<file path="src/rtl/hist_eq_div_pkg.sv">
// Shared types and sizing helpers for the histogram-equalisation divider array.
package hist_eq_div_pkg;

  typedef enum logic [2:0] {
    ST_IDLE = 3'd0,
    ST_RD   = 3'd1,
    ST_LOAD = 3'd2,
    ST_DIV  = 3'd3,
    ST_WR   = 3'd4,
    ST_FIN  = 3'd5
  } state_t;

  localparam int DEF_LANES  = 8;
  localparam int DEF_CDF_W  = 32;
  localparam int DEF_PIX_W  = 8;
  localparam int DEF_ADDR_W = 16;

  // Remainder/product width: wide enough that (c - cdf_min) * (2^PIX_W-1) never overflows.
  function automatic int ext_width(input int cdf_w, input int pix_w);
    return cdf_w + pix_w;
  endfunction

  function automatic int cnt_width(input int pix_w);
    return $clog2(pix_w) + 1;
  endfunction

  function automatic int lane_lsb(input int lane, input int cdf_w);
    return lane * cdf_w;
  endfunction

endpackage

</file>
<file path="src/rtl/hist_eq_div_if.sv">
// Control and scratch-memory bus of the divider array.
interface hist_eq_div_if #(
  parameter int LANES  = 8,
  parameter int CDF_W  = 32,
  parameter int ADDR_W = 16
) ();
  logic                     start;
  logic [CDF_W-1:0]         cdf_min;
  logic [CDF_W-1:0]         cdf_total;
  logic [ADDR_W-1:0]        rd_base;
  logic [ADDR_W-1:0]        wr_base;
  logic [ADDR_W-1:0]        n_words;
  logic                     busy;
  logic                     done;
  logic                     rd_en;
  logic [ADDR_W-1:0]        rd_addr;
  logic [LANES*CDF_W-1:0]   rd_data;
  logic                     wr_en;
  logic [ADDR_W-1:0]        wr_addr;
  logic [LANES*CDF_W-1:0]   wr_data;

  modport slave (
    input  start, cdf_min, cdf_total, rd_base, wr_base, n_words, rd_data,
    output busy, done, rd_en, rd_addr, wr_en, wr_addr, wr_data
  );

  modport master (
    output start, cdf_min, cdf_total, rd_base, wr_base, n_words, rd_data,
    input  busy, done, rd_en, rd_addr, wr_en, wr_addr, wr_data
  );
endinterface

</file>
<file path="src/rtl/hist_eq_div_lane.sv">
// One lane: restoring bit-serial divider producing PIX_W quotient bits MSB first.
module hist_eq_div_lane
  import hist_eq_div_pkg::*;
#(
  parameter int CDF_W = 32,
  parameter int PIX_W = 8
) (
  input  logic             clk,
  input  logic             reset,
  input  logic             i_load,
  input  logic             i_step,
  input  logic [CDF_W-1:0] i_cdf,
  input  logic [CDF_W-1:0] i_cdf_min,
  input  logic [CDF_W-1:0] i_cdf_total,
  output logic [PIX_W-1:0] o_quot_next
);

  localparam int EXT_W = ext_width(CDF_W, PIX_W);

  logic [CDF_W-1:0] w_c;
  logic [CDF_W-1:0] w_diff;
  logic [CDF_W-1:0] w_den;
  logic [EXT_W-1:0] w_diff_ext;
  logic [EXT_W-1:0] w_num;
  logic [EXT_W-1:0] w_den_sh;
  logic             w_zero;
  logic             w_fit;
  logic             w_bit;

  logic [EXT_W-1:0] r_rem;
  logic [EXT_W-1:0] r_den_sh;
  logic [PIX_W-2:0] r_quot;
  logic             r_zero;

  assign w_c        = (i_cdf > i_cdf_total) ? i_cdf_total : i_cdf;
  assign w_zero     = (i_cdf <= i_cdf_min) || (i_cdf_total <= i_cdf_min);
  assign w_diff     = w_c - i_cdf_min;
  assign w_den      = i_cdf_total - i_cdf_min;
  assign w_diff_ext = {{PIX_W{1'b0}}, w_diff};
  // x * (2^PIX_W - 1) as a shift and subtract
  assign w_num      = (w_diff_ext << PIX_W) - w_diff_ext;
  // Quotient fits in PIX_W bits, so start with the divisor aligned to the MSB quotient bit
  assign w_den_sh   = {{PIX_W{1'b0}}, w_den} << (PIX_W - 1);

  assign w_fit       = (r_rem >= r_den_sh);
  assign w_bit       = w_fit & ~r_zero;
  assign o_quot_next = {r_quot, w_bit};

  always_ff @(posedge clk or negedge reset) begin
    if (!reset) begin
      r_rem    <= '0;
      r_den_sh <= '0;
      r_quot   <= '0;
      r_zero   <= 1'b0;
    end else if (i_load) begin
      r_rem    <= w_zero ? '0 : w_num;
      r_den_sh <= w_den_sh;
      r_quot   <= '0;
      r_zero   <= w_zero;
    end else if (i_step && !r_zero) begin
      if (w_fit) begin
        r_rem <= r_rem - r_den_sh;
      end
      r_den_sh <= r_den_sh >> 1;
      r_quot   <= o_quot_next[PIX_W-2:0];
    end
  end

endmodule

</file>
<file path="src/rtl/hist_eq_div_array.sv">
// Block controller: reads CDF words, divides all lanes in lockstep, writes grey levels back.
module hist_eq_div_array
  import hist_eq_div_pkg::*;
#(
  parameter int LANES  = DEF_LANES,
  parameter int CDF_W  = DEF_CDF_W,
  parameter int PIX_W  = DEF_PIX_W,
  parameter int ADDR_W = DEF_ADDR_W
) (
  input  logic          clk,
  input  logic          reset,
  hist_eq_div_if.slave  bus
);

  localparam int CNT_W = cnt_width(PIX_W);

  state_t                 r_state;
  logic [CDF_W-1:0]       r_cdf_min;
  logic [CDF_W-1:0]       r_cdf_total;
  logic [ADDR_W-1:0]      r_rd_base;
  logic [ADDR_W-1:0]      r_wr_base;
  logic [ADDR_W-1:0]      r_n_words;
  logic [ADDR_W-1:0]      r_i;
  logic [CNT_W-1:0]       r_cnt;
  logic                   r_busy;
  logic                   r_done;
  logic                   r_rd_en;
  logic                   r_wr_en;
  logic [ADDR_W-1:0]      r_rd_addr;
  logic [ADDR_W-1:0]      r_wr_addr;
  logic [LANES*CDF_W-1:0] r_wr_data;

  logic                   w_load;
  logic                   w_step;
  logic [ADDR_W:0]        w_i_inc;
  logic [PIX_W-1:0]       w_q_next [LANES];
  logic [LANES*CDF_W-1:0] w_word;

  assign w_load  = (r_state == ST_LOAD);
  assign w_step  = (r_state == ST_DIV);
  assign w_i_inc = {1'b0, r_i} + (ADDR_W+1)'(1);

  generate
    for (genvar gi = 0; gi < LANES; gi++) begin : g_lane
      hist_eq_div_lane #(
        .CDF_W (CDF_W),
        .PIX_W (PIX_W)
      ) u_lane (
        .clk         (clk),
        .reset       (reset),
        .i_load      (w_load),
        .i_step      (w_step),
        .i_cdf       (bus.rd_data[gi*CDF_W +: CDF_W]),
        .i_cdf_min   (r_cdf_min),
        .i_cdf_total (r_cdf_total),
        .o_quot_next (w_q_next[gi])
      );
      assign w_word[gi*CDF_W +: CDF_W] = {{(CDF_W-PIX_W){1'b0}}, w_q_next[gi]};
    end
  endgenerate

  always_ff @(posedge clk or negedge reset) begin
    if (!reset) begin
      r_state     <= ST_IDLE;
      r_cdf_min   <= '0;
      r_cdf_total <= '0;
      r_rd_base   <= '0;
      r_wr_base   <= '0;
      r_n_words   <= '0;
      r_i         <= '0;
      r_cnt       <= '0;
      r_busy      <= 1'b0;
      r_done      <= 1'b0;
      r_rd_en     <= 1'b0;
      r_wr_en     <= 1'b0;
      r_rd_addr   <= '0;
      r_wr_addr   <= '0;
      r_wr_data   <= '0;
    end else begin
      unique case (r_state)
        ST_IDLE: begin
          r_done <= 1'b0;
          if (bus.start) begin
            r_cdf_min   <= bus.cdf_min;
            r_cdf_total <= bus.cdf_total;
            r_rd_base   <= bus.rd_base;
            r_wr_base   <= bus.wr_base;
            r_n_words   <= bus.n_words;
            r_i         <= '0;
            if (bus.n_words == '0) begin
              r_state <= ST_FIN;
              r_done  <= 1'b1;
            end else begin
              r_state   <= ST_RD;
              r_busy    <= 1'b1;
              r_rd_en   <= 1'b1;
              r_rd_addr <= bus.rd_base;
            end
          end
        end
        ST_RD: begin
          r_rd_en <= 1'b0;
          r_state <= ST_LOAD;
        end
        ST_LOAD: begin
          r_cnt   <= '0;
          r_state <= ST_DIV;
        end
        ST_DIV: begin
          r_cnt <= r_cnt + CNT_W'(1);
          // Final quotient bit is captured straight from the lanes' next-value path
          if (r_cnt == CNT_W'(PIX_W - 1)) begin
            r_state   <= ST_WR;
            r_wr_en   <= 1'b1;
            r_wr_addr <= r_wr_base + r_i;
            r_wr_data <= w_word;
          end
        end
        ST_WR: begin
          r_wr_en <= 1'b0;
          r_i     <= w_i_inc[ADDR_W-1:0];
          if (w_i_inc < {1'b0, r_n_words}) begin
            r_state   <= ST_RD;
            r_rd_en   <= 1'b1;
            r_rd_addr <= r_rd_base + w_i_inc[ADDR_W-1:0];
          end else begin
            r_state <= ST_FIN;
            r_done  <= 1'b1;
            r_busy  <= 1'b0;
          end
        end
        ST_FIN: begin
          r_done  <= 1'b0;
          r_state <= ST_IDLE;
        end
        default: begin
          r_state <= ST_IDLE;
          r_busy  <= 1'b0;
          r_done  <= 1'b0;
          r_rd_en <= 1'b0;
          r_wr_en <= 1'b0;
        end
      endcase
    end
  end

  assign bus.busy    = r_busy;
  assign bus.done    = r_done;
  assign bus.rd_en   = r_rd_en;
  assign bus.rd_addr = r_rd_addr;
  assign bus.wr_en   = r_wr_en;
  assign bus.wr_addr = r_wr_addr;
  assign bus.wr_data = r_wr_data;

endmodule

</file>
<file path="src/flat_wrapper.sv">
// flat-port wrapper written by rule: the top's interface ports become plain ports
module hist_eq_div_array_flat import hist_eq_div_pkg::*;
#(
  parameter int LANES  = DEF_LANES,
  parameter int CDF_W  = DEF_CDF_W,
  parameter int PIX_W  = DEF_PIX_W,
  parameter int ADDR_W = DEF_ADDR_W
)
  (clk, reset, bus_start, bus_cdf_min, bus_cdf_total, bus_rd_base, bus_wr_base, bus_n_words, bus_rd_data, bus_busy, bus_done, bus_rd_en, bus_rd_addr, bus_wr_en, bus_wr_addr, bus_wr_data);
  hist_eq_div_if #(.LANES(LANES), .CDF_W(CDF_W), .ADDR_W(ADDR_W)) bus_i ();
  input  logic clk;
  input  logic reset;
  input wire logic [$bits(bus_i.start)-1:0] bus_start;
  input wire logic [$bits(bus_i.cdf_min)-1:0] bus_cdf_min;
  input wire logic [$bits(bus_i.cdf_total)-1:0] bus_cdf_total;
  input wire logic [$bits(bus_i.rd_base)-1:0] bus_rd_base;
  input wire logic [$bits(bus_i.wr_base)-1:0] bus_wr_base;
  input wire logic [$bits(bus_i.n_words)-1:0] bus_n_words;
  input wire logic [$bits(bus_i.rd_data)-1:0] bus_rd_data;
  output wire logic [$bits(bus_i.busy)-1:0] bus_busy;
  output wire logic [$bits(bus_i.done)-1:0] bus_done;
  output wire logic [$bits(bus_i.rd_en)-1:0] bus_rd_en;
  output wire logic [$bits(bus_i.rd_addr)-1:0] bus_rd_addr;
  output wire logic [$bits(bus_i.wr_en)-1:0] bus_wr_en;
  output wire logic [$bits(bus_i.wr_addr)-1:0] bus_wr_addr;
  output wire logic [$bits(bus_i.wr_data)-1:0] bus_wr_data;
  assign bus_i.start = bus_start;
  assign bus_i.cdf_min = bus_cdf_min;
  assign bus_i.cdf_total = bus_cdf_total;
  assign bus_i.rd_base = bus_rd_base;
  assign bus_i.wr_base = bus_wr_base;
  assign bus_i.n_words = bus_n_words;
  assign bus_i.rd_data = bus_rd_data;
  assign bus_busy = bus_i.busy;
  assign bus_done = bus_i.done;
  assign bus_rd_en = bus_i.rd_en;
  assign bus_rd_addr = bus_i.rd_addr;
  assign bus_wr_en = bus_i.wr_en;
  assign bus_wr_addr = bus_i.wr_addr;
  assign bus_wr_data = bus_i.wr_data;
  hist_eq_div_array #(.LANES(LANES), .CDF_W(CDF_W), .PIX_W(PIX_W), .ADDR_W(ADDR_W)) u_core (.clk(clk), .reset(reset), .bus(bus_i));
endmodule
</file>
<file path="config.mk">
export PLATFORM = sky130hd
export DESIGN_NAME = hist_eq_div_array_flat
export DESIGN_NICKNAME = d
export VERILOG_FILES = /design/src/rtl/hist_eq_div_pkg.sv /design/src/rtl/hist_eq_div_if.sv /design/src/rtl/hist_eq_div_lane.sv /design/src/rtl/hist_eq_div_array.sv /design/src/flat_wrapper.sv
export SDC_FILE = /design/constraint.sdc
export NUM_CORES = 2
export LEC_CHECK = 0
export BUFFER_PORTS_ARGS = -buffer_cell sky130_fd_sc_hd__buf_2
export CAP_MARGIN = 20
export CORE_MARGIN = 2
export CORE_UTILIZATION = 25
export CTS_CLUSTER_DIAMETER = 120
export DETAILED_ROUTE_END_ITERATION = 6
export SYNTH_ARGS = -nofsm -noshare
export SYNTH_HDL_FRONTEND = slang
export SYNTH_SLANG_ARGS = --single-unit
</file>
<file path="constraint.sdc">
create_clock -name clk -period 10 [get_ports clk]
set_input_delay 1 -clock clk [delete_from_list [all_inputs] [get_ports clk]]
set_output_delay 1 -clock clk [all_outputs]
set_load 0.01 [all_outputs]
</file>
After elaboration in Yosys (flattened, before gate mapping)
Cells that the tools add are included.

Register bits after elaboration: 939. Input bits: 371. Word-level logic and storage cells: 294.

Equality and inequality tests: 11. Magnitude comparators: 26. Reductions and logical operators: 65. Muxes and demuxes: 96. $add $sub $neg: 29. Bitwise operators: 20.

Operators with widths (count): $mux 40 (48); $ge 40x40->1 (8); $sub 40x32->40 (8); $sub 40x40->40 (8); $le 32x32->1 (9); $sub 32x32->32 (9); $gt 32x32->1 (8); $mux 32 (8); $mux 7 (16); $mux 16 (4); $pmux 16 s2 (2); $reduce_bool 2->1 (18); $add 16x16->16 (2); $reduce_and 2->1 (14); $add 16x1->17 const B (1); $lt 17x16->1 (1); $logic_not 16->1 (1); $pmux 3 s5 (1); $mux 3 (4); $not 1->1 (12); $reduce_and 4->1 (3); $pmux 1 s3 (3); $and 1x1->1 (8); $logic_and 1x1->1 (8); 15 further kinds (43).

Depth between registers and ports, before layout
Depth in word-level cells: 6. Mapped depth: 41. Mapped depth without buffers: 39.

Modules after synthesis
From an unflattened synthesis, not the netlist that was laid out.

Cell total of the unflattened synthesis: 15479. Area total of the unflattened synthesis: 117901.8 µm².

By module, submodules not included: hist_eq_div_lane (u_core.g_lane[2].u_lane ...) (cells each 1768, seq. area each 2177.1 µm², area each 13132.6 µm², times used 2); hist_eq_div_lane (u_core.g_lane[5].u_lane ...) (cells each 1778, seq. area each 2177.1 µm², area each 13086.3 µm², times used 2); hist_eq_div_lane (u_core.g_lane[1].u_lane) (cells each 1781, seq. area each 2177.1 µm², area each 13387.8 µm², times used 1); hist_eq_div_lane (u_core.g_lane[0].u_lane) (cells each 1722, seq. area each 2177.1 µm², area each 13319.0 µm², times used 1); hist_eq_div_lane (u_core.g_lane[4].u_lane) (cells each 1709, seq. area each 2177.1 µm², area each 13220.2 µm², times used 1); hist_eq_div_lane (u_core.g_lane[7].u_lane) (cells each 1738, seq. area each 2177.1 µm², area each 13080.0 µm², times used 1); hist_eq_div_array (cells each 1437, seq. area each 5880.6 µm², area each 12456.9 µm², times used 1).

Worst setup path before layout
OpenSTA, ideal clock, no wires.

Kind: input port to flip-flop. Start: input bus_rd_data[43]. End: register u_core.g_lane[1].u_lane.r_rem[32]. Cell stages on the path: 38. Required time: 9913 ps. Data arrival time: 8084 ps. Path buffers: 1. Setup slack: 1830 ps. Setup time: 87 ps. Cell sequence: ha_1 > a21oi_1 > o22ai_1 > o21a_1 > o21ai_0 > nand2b_1 > a221o_1 > a211oi_1 > o211ai_1 > o31ai_1 > clkbuf_1 > nand2_1 > o21ai_0 > ha_1 > a21o_1 > a21o_1 > a2111oi_2 > a21oi_1 > (+2 left out) > and2_1 > or2_2 > a21oi_1 > xnor2_1 > inv_1 > ha_1 > a21o_1 > a21o_1 > a21oi_1 > o31ai_1 > a31o_2 > a31oi_2 > o211ai_1 > a221o_1 > nand3_1 > nand2_1 > or4_1 > o211ai_1.

Cells in the longest elaborated chain, start to end: 6.

RTL lines: from (decl) (RTL line flat_wrapper.sv:19) `input wire logic [$bits(bus_i.rd_data)-1:0] bus_rd_data;`; $gt 32x32->1 (RTL line hist_eq_div_lane.sv:35) `assign w_c = (i_cdf > i_cdf_total) ? i_cdf_total : i_cdf;`; $mux 32 (RTL line hist_eq_div_lane.sv:35); $sub 32x32->32 (RTL line hist_eq_div_lane.sv:37) `assign w_diff = w_c - i_cdf_min;`; $sub 40x32->40 (RTL line hist_eq_div_lane.sv:41) `assign w_num = (w_diff_ext << PIX_W) - w_diff_ext;`; $mux 40 * (RTL line hist_eq_div_lane.sv:56) `r_rem <= w_zero ? '0 : w_num;`; $mux 40 * (RTL line hist_eq_div_lane.sv:55) `end else if (i_load) begin`; to (signal assigned) (RTL line hist_eq_div_lane.sv:56); to (signal assigned) (RTL line hist_eq_div_lane.sv:62) `r_rem <= r_rem - r_den_sh;`; to (decl) (RTL line hist_eq_div_lane.sv:30) `logic [EXT_W-1:0] r_rem;`.

Every way passes the cells marked *; elsewhere a longest branch is shown, timed or not. A chain may end at the register's enable or synchronous reset.

Worst setup path in the final report
Start: register u_core.r_cdf_total[16]. End: register u_core.g_lane[7].u_lane.r_rem[39].

Cells in the longest elaborated chain, start to end: 6.

RTL lines: from (decl) (RTL line hist_eq_div_array.sv:19) `logic [CDF_W-1:0] r_cdf_total;`; from (signal assigned) (RTL line hist_eq_div_array.sv:85) `r_cdf_total <= bus.cdf_total;`; $gt 32x32->1 (RTL line hist_eq_div_lane.sv:35); $mux 32 (RTL line hist_eq_div_lane.sv:35); $sub 32x32->32 (RTL line hist_eq_div_lane.sv:37); $sub 40x32->40 (RTL line hist_eq_div_lane.sv:41); $mux 40 * (RTL line hist_eq_div_lane.sv:56); $mux 40 * (RTL line hist_eq_div_lane.sv:55); to (signal assigned) (RTL line hist_eq_div_lane.sv:56); to (signal assigned) (RTL line hist_eq_div_lane.sv:62); to (decl) (RTL line hist_eq_div_lane.sv:30).

Marked as above.

==> flow_summary_export.csv <==
group,metric,value,unit
logic_synthesis,ys_types,130,
route,totalWireLength,469,mm
setup_path,crit_top_cell,"a21o_1",
logic_synthesis,postSynthAreaPerCell,7.97,um2
cells_and_area,nets,14700,
grt,grt_overflow,0,
logic_synthesis,synth_top_area_share,23.2,%
floorplan,io_pins,663,
cells_and_area,multi_input_area,71700,um2
route,drtIter0Drc,10500,
route,ant_nets,0,
clocking,cts_sinks,931,
clocking,cts_tree,"yes",
placed_design,port_buffers,470,
logic_synthesis,syn_area,100000,um2
logic_synthesis,synthCells,12600,
clocking,cts_max_level,4,
grt,grt_pass1_wl,664,mm
clocking,cts_max_path_buffers,4,
logic_synthesis,synthTopCellsByCount,"nand2_1, ha_1, a21oi_1",
route,wl_per_cell,25.3,um
floorplan,std_cell_rows,232,
logic_synthesis,ys.warnings.count,0,
sta,slew_headroom,8.99,%
setup_path,crit_type,"reg2reg",
floorplan,coreArea,399000,um2
clocking,root_buffer,"clkbuf_16",
grt,grt_pass1_vias,92800,
setup_path,slowest_delay,0.51,ns
logic_synthesis,synth_area_leaders,"dfrtp_1, ha_1, a21oi_1",
logic_synthesis,synth_top_area_cell,"dfrtp_1",
sta,skew,0.0889,ns
setup_path,worstPathArrival,10.22,ns
setup_path,critPathSlowestCell,"inv_1",
route,dr.pass1.iters,6,
sta,fin_crit,9.47,ns
min_path,worstHoldPathType,"in2async",
logic_synthesis,ys_seq_area_share,23.2,%
setup_path,cp_max_fo,15,
cells_and_area,ff_latch_area,23300,um2
route,via_per_inst,5.40,
setup_path,cp-start-kind,"register",
sta,hold_viol_final,0,
floorplan,die_h,637,um
sta,max_clock_freq,0.106,GHz
floorplan,start_util,25.1,%
sta,rsz0062_at_grt,"false",
grt,grt_start_max_net_pins,130,
grt,antenna_found_initial,185,
grt,grt_use_total,22.1,%
logic_synthesis,synth_edf_count,0,
cells_and_area,layout-drive-gt1-share,10.0,%
setup_path,end_kind,"register",
floorplan,die_area,406000,um2
sta,tightestPinTransition,1.36,ns
clocking,cts_made_buffers,135,
cells_and_area,finalNonFillerCells,18600,
logic_synthesis,ys_ff_latch,931,
cells_and_area,fillCellCount,43300,
flow_run,cap_violations,0,
clocking,clkLatencyLatePin,0.94,ns
logic_synthesis,post-synth-top-count-cell,"nand2_1",
route,drc_errors,0,
clocking,clk_pin_slew,0.06,ns
cells_and_area,area_growth,14.3,%
placed_design,dp.cells,18100,
sta,setup_tns,0,ns
logic_synthesis,yosys_most_used_dff,"dfrtp_1",
logic_synthesis,synthArstFlopShare,100,%
sta,setup_viol,0,
floorplan,die_w,637,um
setup_path,crit_required,10.75,ns
sta,slew_viol_final,0,
run_status,outcome,"completed",
sta,timing.final.crit_share,94.7,%
placed_design,hpwl,366,mm
placed_design,place_congestion,1.01,
route,vias,100000,
metrics by stage:
stage               hold WS (ns)  setup WS [ns]  util (%)  cell area, um2
floorplan                  0.438           1.83         -          101000
global placement           0.454          0.533      27.3          109000
detailed placement         0.457          0.495      27.3          109000
CTS                        0.163          0.459      28.5          114000
global route               0.177         0.0579      28.7          114000
finish                     0.119          0.530      28.7          115000
worst max-delay path, delay by kind of cell, from the launching register on:
kind                       cells  cell delay, ns
DFF                            1            0.36
adders and majority gates      3            0.84
AOI/OAI and AO/OA             20            4.77
xor gates and xnor gates       2            0.40
and+or+nand+nor                6            1.23
muxes                          1            0.42
buffers and inverters          4            1.22
metal layers:
| layer | GRT usage, % | routed length, um | part of all wire [%] |
|---|---|---|---|
| met5 | 0 | 450 | 0.096 |
| met4 | 16.3 | 35900 | 7.6 |
| met3 | 5.22 | 41200 | 8.8 |
| met2 | 33.3 | 203000 | 43 |
| met1 | 27.5 | 189000 | 40 |
worst paths after layout:
path	cells past startpoint	endpoint	start	slack, ns
setup / recovery	36	u_core.g_lane[7].u_lane.r_rem[39]	u_core.r_cdf_total[16]	0.53
hold / removal	1	u_core.bus.wr_data[97]	reset	0.12
setup reg to reg	36	u_core.g_lane[7].u_lane.r_rem[39]	u_core.r_cdf_total[16]	0.53
hold reg to reg	2	u_core.bus.wr_data[35]	u_core.bus.wr_data[35]	0.46
max in group asynchronous	3	u_core.g_lane[6].u_lane.r_den_sh[5]	reset	7.63
min in group clk	3	u_core.r_cdf_min[7]	bus_cdf_min[7]	0.28
repair_timing:
item,CTS,global route
hold buffers,0,0
gates resized for setup,0,10
buffers inserted,0,4
endpoints found under the setup margin,0,9
logic make-up after synthesis:
family                     count (synthesis)  synth area share (%)
DFF                                      931                  23.2
adders and majority gates               1370                  17.2
and+or+nand+nor                         3595                  16.8
other                                      1               0.00374
buffers and inverters                   1501                  6.37
xor gates and xnor gates                 832                  7.39
muxes                                    185                  2.00
AOI/OAI and AO/OA                       4171                  27.0
state kept, by name (all words and copies together), names as in the netlist, 32 cells and up:
signal / flops
u_core.g_lane.u_lane.r_rem: 320
u_core.g_lane.u_lane.r_den_sh: 312
u_core.bus.wr_data: 64
u_core.g_lane.u_lane.r_quot: 56
u_core.r_cdf_min: 32
u_core.r_cdf_total: 32
cell type report:
type / count / area share [%]
diodes: 185 / 0.404
clock buffers: 178 / 3.35
clock inverters: 62 / 0.767
inverters: 868 / 2.86
multi-input cells: 10300 / 62.5
flip-flops and latches: 931 / 20.3
well taps: 5265 / 5.75
repair buffers: 724 / 3.99
layout by cell type (no fill, tap or decap), types with 112 or more instances in the layout:
cell type,count
a21oi_1,1047
nand4_1,203
conb_1,192
nand3_1,279
nand2b_1,142
nor3_1,152
nand2_1,1347
o21a_1,161
inv_1,830
ha_1,1351
mux2_2,126
xor2_1,319
dfrtp_1,926
a31oi_1,155
nor2_1,802
a22oi_1,121
o21ai_0,949
clkbuf_16,138
diode_2,185
buf_2,469
a21o_1,621
buf_4,231
xnor2_1,504
nor2b_1,175
o21bai_1,112
Power is left out: the tool's default activity adds up to more than one toggle a clock period on the data nets, which glitch-free logic cannot reach.
